File: config.mk
export PLATFORM = sky130hd
export DESIGN_NAME = ddr3_avl_arbiter
export DESIGN_NICKNAME = d
export VERILOG_FILES = /design/src/rtl/ddr3_avl_arbiter.sv
export SDC_FILE = /design/constraint.sdc
export NUM_CORES = 1
export LEC_CHECK = 0
export CORE_AREA = 2 2 256 258
export DETAILED_ROUTE_END_ITERATION = 8
export DIE_AREA = 0 0 258 260
export GPL_TIMING_DRIVEN = 0
export HOLD_SLACK_MARGIN = 0.15
export SLEW_MARGIN = 20
export SYNTH_ARGS = -nofsm -noshare
export SYNTH_HDL_FRONTEND = slang
export SYNTH_SLANG_ARGS = --single-unit
export TNS_END_PERCENT = 30
File: constraint.sdc
create_clock -name clk -period 5.1 [get_ports clk]
set_clock_uncertainty 0.1 [all_clocks]
set_input_delay 0.51 -clock clk [delete_from_list [all_inputs] [get_ports clk]]
set_output_delay 0.51 -clock clk [all_outputs]
set_load 0.02 [all_outputs]
File: src/rtl/ddr3_avl_arbiter.sv
// Arbitrates a burst-write capture port and a burst-read consumer port onto one Avalon-MM DDR3 controller.
// Optional macro ARB_ROUND_ROBIN_EN: simultaneous requests alternate instead of write always winning.
module ddr3_avl_arbiter #(
    parameter int ADDR_W = 32,
    parameter int DATA_W = 128,
    parameter int SIZE_W = 10
) (
    input  logic                clk,
    input  logic                rst,
    input  logic                wr_req,
    input  logic [ADDR_W-1:0]   wr_addr,
    input  logic [SIZE_W-1:0]   wr_size,
    input  logic [DATA_W-1:0]   wr_wdata,
    output logic                wr_wready,
    output logic                wr_done,
    input  logic                rd_req,
    input  logic [ADDR_W-1:0]   rd_addr,
    input  logic [SIZE_W-1:0]   rd_size,
    output logic [DATA_W-1:0]   rd_rdata,
    output logic                rd_rdata_valid,
    output logic                rd_done,
    input  logic                avl_waitrequest,
    output logic [ADDR_W-1:0]   avl_addr,
    output logic [SIZE_W-1:0]   avl_size,
    output logic [DATA_W-1:0]   avl_wdata,
    output logic [DATA_W/8-1:0] avl_be,
    output logic                avl_write_req,
    output logic                avl_read_req,
    input  logic [DATA_W-1:0]   avl_rdata,
    input  logic                avl_rdata_valid
);

    typedef enum logic [1:0] {
        IDLE     = 2'd0,
        WR_BURST = 2'd1,
        RD_CMD   = 2'd2,
        RD_WAIT  = 2'd3
    } state_t;

    localparam logic [SIZE_W-1:0] CNT_ONE = {{(SIZE_W-1){1'b0}}, 1'b1};

    state_t              r_state, w_state_nxt;
    logic [ADDR_W-1:0]   r_addr, w_addr_nxt;
    logic [SIZE_W-1:0]   r_size, w_size_nxt;
    logic [SIZE_W-1:0]   r_cnt, w_cnt_nxt;
    logic                r_wr_done, w_wr_done_nxt;
    logic                r_rd_done, w_rd_done_nxt;
    logic                w_wr_pend, w_rd_pend, w_grant_wr, w_last_beat;

    // Zero-length requests are never granted; they only earn a done pulse.
    assign w_wr_pend   = wr_req && (wr_size != '0);
    assign w_rd_pend   = rd_req && (rd_size != '0);
    assign w_last_beat = (r_cnt == (r_size - CNT_ONE));

`ifdef ARB_ROUND_ROBIN_EN
    logic r_last_wr;

    assign w_grant_wr = w_wr_pend && (!w_rd_pend || !r_last_wr);

    // Remembers which side won the most recent grant; resets to "read" so the first tie goes to write.
    always_ff @(posedge clk) begin
        if (rst) begin
            r_last_wr <= 1'b0;
        end else if ((r_state == IDLE) && (w_wr_pend || w_rd_pend)) begin
            r_last_wr <= w_grant_wr;
        end else begin
            r_last_wr <= r_last_wr;
        end
    end
`else
    assign w_grant_wr = w_wr_pend;
`endif

    // State and burst bookkeeping registers; reset aborts a burst without a done pulse.
    always_ff @(posedge clk) begin
        if (rst) begin
            r_state   <= IDLE;
            r_addr    <= '0;
            r_size    <= '0;
            r_cnt     <= '0;
            r_wr_done <= 1'b0;
            r_rd_done <= 1'b0;
        end else begin
            r_state   <= w_state_nxt;
            r_addr    <= w_addr_nxt;
            r_size    <= w_size_nxt;
            r_cnt     <= w_cnt_nxt;
            r_wr_done <= w_wr_done_nxt;
            r_rd_done <= w_rd_done_nxt;
        end
    end

    // Next-state logic and state-qualified Avalon / requester outputs.
    always_comb begin
        w_state_nxt    = r_state;
        w_addr_nxt     = r_addr;
        w_size_nxt     = r_size;
        w_cnt_nxt      = r_cnt;
        w_wr_done_nxt  = 1'b0;
        w_rd_done_nxt  = 1'b0;
        avl_write_req  = 1'b0;
        avl_read_req   = 1'b0;
        avl_wdata      = '0;
        avl_be         = '0;
        wr_wready      = 1'b0;
        rd_rdata       = '0;
        rd_rdata_valid = 1'b0;
        case (r_state)
            IDLE: begin
                w_cnt_nxt     = '0;
                w_wr_done_nxt = wr_req && (wr_size == '0);
                w_rd_done_nxt = rd_req && (rd_size == '0);
                if (w_grant_wr) begin
                    w_addr_nxt  = wr_addr;
                    w_size_nxt  = wr_size;
                    w_state_nxt = WR_BURST;
                end else if (w_rd_pend) begin
                    w_addr_nxt  = rd_addr;
                    w_size_nxt  = rd_size;
                    w_state_nxt = RD_CMD;
                end else begin
                    w_state_nxt = IDLE;
                end
            end
            WR_BURST: begin
                avl_write_req = 1'b1;
                avl_wdata     = wr_wdata;
                avl_be        = '1;
                wr_wready     = !avl_waitrequest;
                if (!avl_waitrequest && w_last_beat) begin
                    w_state_nxt   = IDLE;
                    w_wr_done_nxt = 1'b1;
                    w_cnt_nxt     = '0;
                end else if (!avl_waitrequest) begin
                    w_cnt_nxt = r_cnt + CNT_ONE;
                end else begin
                    w_cnt_nxt = r_cnt;
                end
            end
            RD_CMD, RD_WAIT: begin
                avl_read_req   = (r_state == RD_CMD);
                rd_rdata       = avl_rdata;
                rd_rdata_valid = avl_rdata_valid;
                // Data may overtake command acceptance, so beats count in both read states.
                if (avl_rdata_valid && w_last_beat) begin
                    w_state_nxt   = IDLE;
                    w_rd_done_nxt = 1'b1;
                    w_cnt_nxt     = '0;
                end else begin
                    w_cnt_nxt = avl_rdata_valid ? (r_cnt + CNT_ONE) : r_cnt;
                    if ((r_state == RD_CMD) && !avl_waitrequest) begin
                        w_state_nxt = RD_WAIT;
                    end else begin
                        w_state_nxt = r_state;
                    end
                end
            end
            default: begin
                w_state_nxt = IDLE;
            end
        endcase
    end

    assign avl_addr = r_addr;
    assign avl_size = r_size;
    assign wr_done  = r_wr_done;
    assign rd_done  = r_rd_done;

endmodule

* Yosys cells after proc, flatten, opt, wreduce, memory -nomap -nowiden
Cells that the tools add are included.
** Storage, ports and cells
- Latch bits :: 0
- Register bits after elaboration :: 56
- Word-level logic and storage cells :: 60
- Output and inout bits :: 320
- Memories :: 0
- RAM bits :: 0
- Bits in read-only memories :: 0
** Operators by class
- Magnitude comparators :: 0
- Equality and inequality tests :: 8
- Muxes and demuxes :: 26
- Reduce and logical (&&, ||, !) cells :: 18
- Divide/modulo/power cells :: 0
- Shift-type cells :: 0
- $mul :: 0
- Add/subtract/negate cells :: 2
- Bitwise logic cells :: 0
** Operators by type and width (number)
- $mux 128 :: 2
- $mux 32 :: 2
- $mux 10 :: 6
- $pmux 10 s3 :: 1
- $logic_not 10->1 :: 2
- $reduce_bool 10->1 :: 2
- $mux 16 :: 1
- $add 10x1->10 const B :: 1
- $eq 10x10->1 :: 1
- $mux 2 :: 5
- $sub 10x1->10 const B :: 1
- $ne 3x3->1 const B :: 3
- $logic_and 1x1->1 :: 7
- $mux 1 :: 6
- $pmux 2 s3 :: 1
- $reduce_and 2->1 :: 3
- $eq 2x2->1 const B :: 2
- $pmux 1 s2 :: 2
- $eq 2x1->1 const B :: 1
- $logic_not 2->1 :: 1
- $ne 2x2->1 const B :: 1
- $reduce_bool 2->1 :: 1
- $reduce_or 2->1 :: 1
- $logic_not 1->1 :: 1

* Depth between registers and ports, before layout
Gate-level depths: netlist of run 1.
- Depth in word-level cells :: 5
- Depth in mapped cells :: 8
- Depth with buffers taken out :: 8

* Least setup slack after synthesis of run 1
Ideal clock, no wire load.
- Path type :: register to register
- From :: register r_size[0] (netlist: avl_size[0])
- To :: register r_wr_done (netlist: wr_done)
- Data required time :: 4930 ps
- Period minus slack after synthesis :: 2306 ps
- Setup time :: 70 ps
- Cell stages (with the launch flop) :: 7
- Slack :: 2794 ps
- Arrival :: 2135 ps
- Path through :: dfxtp_1 > or4_4 > nor4_1 > xnor2_1 > nand4_1 > or4_1 > a21oi_1
** On the way
- Cells in the longest elaborated chain, start to end :: 5
** RTL lines
- start: declaration :: line 44 : logic [SIZE_W-1:0] r_size, w_size_nxt;
- start signal: assignment :: line 86 : r_size <= w_size_nxt;
- $sub 10x1->10 :: line 53 : assign w_last_beat = (r_cnt == (r_size - CNT_ONE));
- $eq 10x10->1 :: line 53
- $logic_and 1x1->1 :: line 130 : if (!avl_waitrequest && w_last_beat) begin
- $mux 1 :: line 130
- $pmux 1 s2 :: line 108 : case (r_state)
- end signal: assignment :: line 88 : r_wr_done <= w_wr_done_nxt;
- end: declaration :: line 46 : logic r_wr_done, w_wr_done_nxt;
Every way passes these cells.
A chain may end at the register's enable or synchronous reset.

* Worst setup path after layout of run 1
- From :: register r_state[1]
- To :: output port rd_rdata[70]
** On the way
- Cells in the longest elaborated chain, start to end :: 3
- Elaborated cells between the ends (all ways) :: 4
- Classes of those cells :: 2 x eq/ne; 1 x mux; 1 x reduce/logical
** RTL lines
- start: declaration :: line 42 : state_t r_state, w_state_nxt;
- start signal: assignment :: line 84 : r_state <= w_state_nxt;
- $eq 2x2->1 :: line 108
- $reduce_or 2->1 * :: line 108
- $mux 128 * :: line 108
- end: declaration :: line 19 : output logic [DATA_W-1:0] rd_rdata,
Every way passes the cells marked *; elsewhere a longest branch is shown, timed or not.

==> impl_metrics.sql, run 1 <==
INSERT INTO impl_metrics (metric_group, metric, value, unit) VALUES
('placed_design', 'final_weighted_congestion_in_routability_driven_placement', '0.9142', ''),
('power', 'leakagePower', '4.489', 'nW'),
('drt', 'route.antenna.remaining_nets', '0', ''),
('synthesis', 'avg_inst_size_synth', '7.501', 'µm²'),
('outcome', 'result_of_the_run', 'completed', ''),
('die', 'initial_utilization', '7.324', '%'),
('critical_path', 'top_cell_family_by_delay_on_the_critical_path', 'buffers and inverters', ''),
('synthesis', 'synth.area.mux_share', '8.527', '%'),
('timing', 'final-max-slew-violation-count', '0', ''),
('power', 'max-vdd-ir-drop', '0.1171', 'mV'),
('power', 'combPwrFrac', '58.6', '%'),
('hold_path', 'worstHoldPathCells', '2', ''),
('drt', 'detail_route.drc_violations', '0', ''),
('global_route', 'met2_usage', '20.13', '%'),
('synthesis', 'netlist.top_cell.by_area', 'and2_1', ''),
('critical_path', 'reg2regPathDepth', '8', ''),
('critical_path', 'required', '4.49', 'ns'),
('final_layout', 'layout.filler_cells', '7085', ''),
('die', 'die_width', '258', 'µm'),
('critical_path', 'worst-path-buf-inv', '4', ''),
('final_layout', 'layoutNonFillerInstCount', '2157', ''),
('critical_path', 'crit_path_start', 'r_state[1]', ''),
('critical_path', 'worst_path_most_repeated_cell', 'clkbuf_1', ''),
('synthesis', 'synth_top_cells_by_area', 'and2_1 34%, dfxtp_1 24%, mux2i_1 8.5%', ''),
('power', 'clock_power_share', '16.8', '%'),
('timing', 'hold_viol', '0', ''),
('global_route', 'grt_pass1_wl', '59.52', 'mm'),
('synthesis', 'synth_cells', '626', ''),
('critical_path', 'worst_r2r_start', 'avl_size[0]', ''),
('cts', 'cts_tree', 'done', ''),
('critical_path', 'minimum_setup_slack_among_reg_to_reg_paths', '2.60', 'ns'),
('synthesis', 'most_used_flip_flop_cell_after_synthesis', 'dfxtp_1', ''),
('global_route', 'globalRouteOverflowTotal', '0', ''),
('placed_design', 'dp_hpwl', '41.98', 'mm'),
('synthesis', 'synth.ff_latch_count', '56', ''),
('global_route', 'gr-usage-met3', '5.877', '%'),
('die', 'die-area', '67080', 'µm²'),
('run', 'timing.max_cap.violations', '0', ''),
('synthesis', 'async_s_r_ff_share_synth', '0', '%'),
('critical_path', 'setup.worst_path.start_class', 'register', ''),
('synthesis', 'synth-xor-area-share', '3.730', '%'),
('critical_path', 'critical-path-max-stage-delay', '0.80', 'ns'),
('die', 'design.core.area', '64120', 'µm²'),
('cts', 'clockRootBuffer', 'clkbuf_16', ''),
('timing', 'worstMarginPinSlew', '0.9477', 'ns'),
('synthesis', 'synthesis.nets', '974', ''),
('cts', 'cts.repair.resized', '0', ''),
('synthesis', 'synth_compound_area_share', '11.08', '%'),
('drt', 'drt_wl_total', '45.76', 'mm'),
('cts', 'cts_sinks', '56', ''),
('final_layout', 'area_overhead_of_the_layout_relative_to_synthesis', '168.0', '%'),
('global_route', 'use_met1', '16.22', '%'),
('timing', 'fmax', '257.1', 'MHz'),
('timing', 'tns', '0', 'ns'),
('power', 'power_switching', '794.4', 'µW'),
('power', 'power_per_cell_area', '166.6', 'nW/µm²'),
('die', 'design.portCount', '666', ''),
('global_route', 'number_of_antenna_violations_at_the_first_check_in_global_routing', '19', ''),
('placed_design', 'dpl-instance-area', '12430', 'µm²'),
('cts', 'cts.hold.buffers_added', '0', ''),
('global_route', 'most_used_routing_layer_in_global_routing', 'met2', ''),
('drt', 'avgViaCountPerCell', '3.339', ''),
('final_layout', 'final_design_area_no_fill', '12580', 'µm²'),
('placed_design', 'place_ws', '1.300', 'ns'),
('drt', 'route.detailed.wl_per_inst', '21.22', 'µm'),
('timing', 'worst_slack', '1.210', 'ns'),
('critical_path', 'reg2reg_to', 'r_cnt[7]', ''),
('drt', 'detail_route.iter0.violations', '246', ''),
('critical_path', 'endpoint_kind', 'output pin', ''),
('final_layout', 'fin_nets', '1646', ''),
('hold_path', 'timing.hold.worst_endpoint', 'avl_addr[19]', '');
## how the worst max path moves through the flow
stage | end | depth (start not counted)
CTS | rd_rdata[70] | 5
detailed placement | rd_rdata[70] | 5
floorplan | wr_done | 6
finish | rd_rdata[70] | 5
global placement | avl_addr[6] | 8
global route | rd_rdata[69] | 5
## registers in the layout, indices dropped and copies added (netlist names)
name	flops
wr_done	1
r_cnt	10
rd_done	1
avl_addr	32
r_state	2
avl_size	10
## tightest hold or removal path: cells and delay by family (launching register included)
family           cells  cell delay, ns
flip-flops           1            0.31
AND/OR/NAND/NOR      1            0.10
AO/OA/AOI/OAI        1            0.05
## final cells by class
| type | count | area [µm²] | share of cell area (%) |
|---|---|---|---|
| inverters | 6 | 22.52 | 0.1790 |
| clock buffers | 6 | 128.9 | 1.024 |
| plain buffers | 66 | 314.1 | 2.496 |
| multi-input cells | 498 | 3247 | 25.80 |
| flip-flops and latches | 56 | 1121 | 8.909 |
| diodes | 3 | 7.507 | 0.05966 |
| clock inverters | 2 | 16.27 | 0.1293 |
| well taps | 855 | 1070 | 8.502 |
| repair buffers | 665 | 6656 | 52.90 |
## cells in the final DEF (no fill, tap or decap), types with 2 or more instances in the layout
cell	instances
nor3_1	3
buf_2	4
nand2_1	14
nand4_1	2
xor2_1	5
and2_1	258
diode_2	3
a211oi_1	42
a21oi_1	6
clkdlybuf4s50_1	665
or4_1	2
mux2i_1	40
nor4_1	5
nor2b_1	6
clkbuf_1	42
buf_1	4
a31oi_1	2
buf_4	16
clkbuf_16	5
nand3_1	5
inv_1	6
nand2b_1	3
o21ai_0	2
xnor2_1	15
ha_1	2
o21ai_1	10
and3_1	2
nor2_1	55
dfxtp_1	56
## power groups by stage
stage               clock (mW)  combinational, mW  sequential [mW]
floorplan                    0              0.442            0.562
global placement             0               1.24            0.521
detailed placement           0               1.24            0.525
CTS                      0.367               1.25            0.515
global route             0.386               1.30            0.520
finish                   0.352               1.23            0.515
## kinds of logic after synthesis
family                   after synthesis
AO/OA/AOI/OAI                         72
XOR/XNOR                              20
adder cells (fa/ha/maj)                2
buffers and inverters                 72
flip-flops                            56
multiplexers                          40
AND/OR/NAND/NOR                      364
## layer usage
layer  wire (µm)  vias to the layer above
met2       20690                      369
met4         172                       18
li1            -                     3389
met5         105                        -
met3        5036                       30
met1       19750                     3397
Power figures use the tool's default switching activity.
==> run 2, diff against run 1 <==
- CORE_AREA: 2 2 256 258 -> 2 2 258 260
- DIE_AREA: 0 0 258 260 -> 0 0 260 262
- clock period: 5.1 -> 3.8 ns (I/O delays scaled with it)
==> run 2 against run 1 <==
Net effect:
- die area grew 1.6%
- critical endpoint is now rd_rdata[99]
- highest routed layer unchanged
- hold slack lost 0.012 ns
- combinational power grew 36%
- register-to-register slack lost 1.4 ns
==> impl_metrics.sql, run 2 (same netlist as run 1, synthesis figures left out) <==
INSERT INTO impl_metrics (metric_group, metric, value, unit) VALUES
('critical_path', 'worstPathMaxFanout', '10', ''),
('global_route', 'number_of_antenna_violations_at_the_first_check_in_global_routing', '34', ''),
('timing', 'hold_viol', '0', ''),
('final_layout', 'final_design_area_no_fill', '12650', 'µm²'),
('hold_path', 'timing.hold.worst.class', 'register to register', ''),
('drt', 'avgViaCountPerCell', '3.366', ''),
('global_route', 'globalRouteOverflowTotal', '0', ''),
('drt', 'route.antenna.remaining_nets', '0', ''),
('drt', 'detail_route.iter0.violations', '362', ''),
('final_layout', 'mostFrequentLayoutCell', 'clkdlybuf4s50_1', ''),
('placed_design', 'port_buffers', '665', ''),
('die', 'die_width', '260', 'µm'),
('die', 'fp-row-count', '94', ''),
('outcome', 'result_of_the_run', 'completed', ''),
('drt', 'drt_wl_total', '48.64', 'mm'),
('critical_path', 'critical-path-max-stage-delay', '0.69', 'ns'),
('drt', 'route.detailed.wl_per_inst', '22.41', 'µm'),
('power', 'max-vdd-ir-drop', '0.2238', 'mV'),
('critical_path', 'timing.setup.critical_path_class', 'register to output pin', ''),
('global_route', 'grt_pass1_wl', '61.21', 'mm'),
('timing', 'final-max-slew-violation-count', '0', ''),
('placed_design', 'dp_hpwl', '44.86', 'mm'),
('cts', 'cts_htree_levels', '2', ''),
('critical_path', 'setup.worst_path.start_class', 'register', ''),
('critical_path', 'worstPathArrival', '3.12', 'ns'),
('final_layout', 'largest_register_ffs', '32', ''),
('final_layout', 'area_overhead_of_the_layout_relative_to_synthesis', '169.3', '%'),
('cts', 'clockRootBuffer', 'clkbuf_16', ''),
('critical_path', 'required', '3.32', 'ns'),
('final_layout', 'drive_gt1_share', '2.619', '%'),
('die', 'design.portCount', '666', ''),
('cts', 'worst_setup_hold_path_clk_slew', '0.08', 'ns'),
('timing', 'relSlewSlack', '27.05', '%'),
('timing', 'final_setup_fails', '0', ''),
('cts', 'post_cts_buffers', '0', ''),
('timing', 'fmax', '277.9', 'MHz'),
('placed_design', 'final_weighted_congestion_in_routability_driven_placement', '0.9035', ''),
('final_layout', 'layout.cells.most_common_list', '665 x clkdlybuf4s50_1, 258 x and2_1, 56 x dfxtp_1, 55 x nor2_1, 42 x a211oi_1', ''),
('final_layout', 'fin_util', '19.38', '%'),
('timing', 'tns', '0', 'ns'),
('critical_path', 'crit_path_cell_trace', 'clkbuf_1, clkbuf_2, clkbuf_1, and2_1, clkdlybuf4s50_1', ''),
('placed_design', 'place_ws', '0.09300', 'ns'),
('placed_design', 'dpl-instance-area', '12440', 'µm²'),
('cts', 'cts.hold.buffers_added', '0', ''),
('critical_path', 'worst-path-buf-inv', '4', ''),
('power', 'leakagePower', '4.512', 'nW'),
('die', 'design.core.area', '65280', 'µm²'),
('timing', 'final_period_minus_worst_setup_slack', '3.598', 'ns'),
('die', 'chip_height', '262', 'µm'),
('timing', 'fin_crit_sh', '94.69', '%'),
('final_layout', 'layout.filler_cells', '7262', ''),
('cts', 'insertion_delay', '0.30', 'ns'),
('critical_path', 'endpoint_kind', 'output pin', ''),
('die', 'initial_utilization', '7.194', '%'),
('timing', 'worst_slack', '0.2016', 'ns'),
('cts', 'cts_tree', 'done', ''),
('power', 'power_per_cell_area', '234.1', 'nW/µm²'),
('run', 'timing.max_cap.violations', '0', ''),
('cts', 'cts_sinks', '56', ''),
('drt', 'detail_route.drc_violations', '0', ''),
('critical_path', 'top_cell_family_by_delay_on_the_critical_path', 'buffers and inverters', ''),
('timing', 'rsz0062_at_grt', 'no', ''),
('global_route', 'globalRouteTotalUtil', '13.12', '%'),
('cts', 'num_cts_buffers', '5', ''),
('global_route', 'grt_max_degree', '27', ''),
('drt', 'detailroute.via_count', '7305', ''),
('drt', 'first_pass_iters', '5', ''),
('timing', 'fin_worst_hold_slack', '0.3930', 'ns'),
('global_route', 'grt_pass1_vias', '7299', ''),
('die', 'die-area', '68120', 'µm²'),
('critical_path', 'crit_slowest_cell', 'clkdlybuf4s50_1', ''),
('critical_path', 'worst_path_most_repeated_cell', 'clkbuf_1', ''),
('timing', 'worstMarginPinSlew', '1.094', 'ns'),
('final_layout', 'fin_nets', '1646', ''),
('cts', 'cts.repair.resized', '1', ''),
('cts', 'cts_max_path_buffers', '2', '');
run 2: cell count changes in the layout (fill, tap and decap cells not counted):
cell,previous run,this run
bufinv_16,0,2
clkbuf_1,42,41
clkinv_4,1,0
clkinvlp_4,1,0
diode_2,3,8
run 2: per-stage QoR:
stage	total power [mW]	instances
2_1_floorplan	1.347	626
3_3_place_gp	2.368	2155
3_5_place_dp	2.380	2155
4_1_cts	2.999	2162
5_1_grt	3.095	2166
6_report	2.961	2170
run 2: final cells by class:
cell class / instances / area, µm² / area share, %
diodes: 8 / 20.02 / 0.1583
plain buffers: 66 / 314.1 / 2.483
clock buffers: 5 / 125.1 / 0.9893
clock inverters: 2 / 60.06 / 0.4749
inverters: 6 / 22.52 / 0.1781
multi-input cells: 498 / 3247 / 25.67
flip-flops and latches: 56 / 1121 / 8.864
well taps: 864 / 1081 / 8.548
repair buffers: 665 / 6656 / 52.63
run 2: power by group:
| part | total, mW | switching [mW] | leakage, nW | internal [mW] |
|---|---|---|---|---|
| clock network | 0.601 | 0.226 | 0.0899 | 0.375 |
| registers | 0.690 | 0.0493 | 0.462 | 0.640 |
| logic | 1.67 | 0.809 | 3.96 | 0.862 |
| total | 2.96 | 1.08 | 4.51 | 1.88 |
run 2: final timing paths:
check	startpoint	to	slack, ns	cells past startpoint
worst min-delay path	r_cnt[9]	r_cnt[9]	0.39	2
worst max-delay path	r_state[1]	rd_rdata[99]	0.20	5
worst min register to register	r_cnt[9]	r_cnt[9]	0.39	2
worst max register to register	avl_size[0]	r_cnt[8]	1.24	8
run 2: routing by layer:
| metal | part of all wire, % | up-vias | global-route usage, % | routed length [µm] |
|---|---|---|---|---|
| li1 | - | 3387 | - | - |
| met1 | 44 | 3426 | 17.25 | 21480 |
| met2 | 41 | 404 | 18.20 | 19890 |
| met3 | 13 | 56 | 7.311 | 6093 |
| met4 | 2.0 | 32 | 3.464 | 975 |
| met5 | 0.41 | - | 0 | 198 |
run 2: tightest hold or removal path, cell delays in order, from the launching register on:
cell,delay [ns]
dfxtp_1,0.34
nand2_1,0.06
o21ai_1,0.05
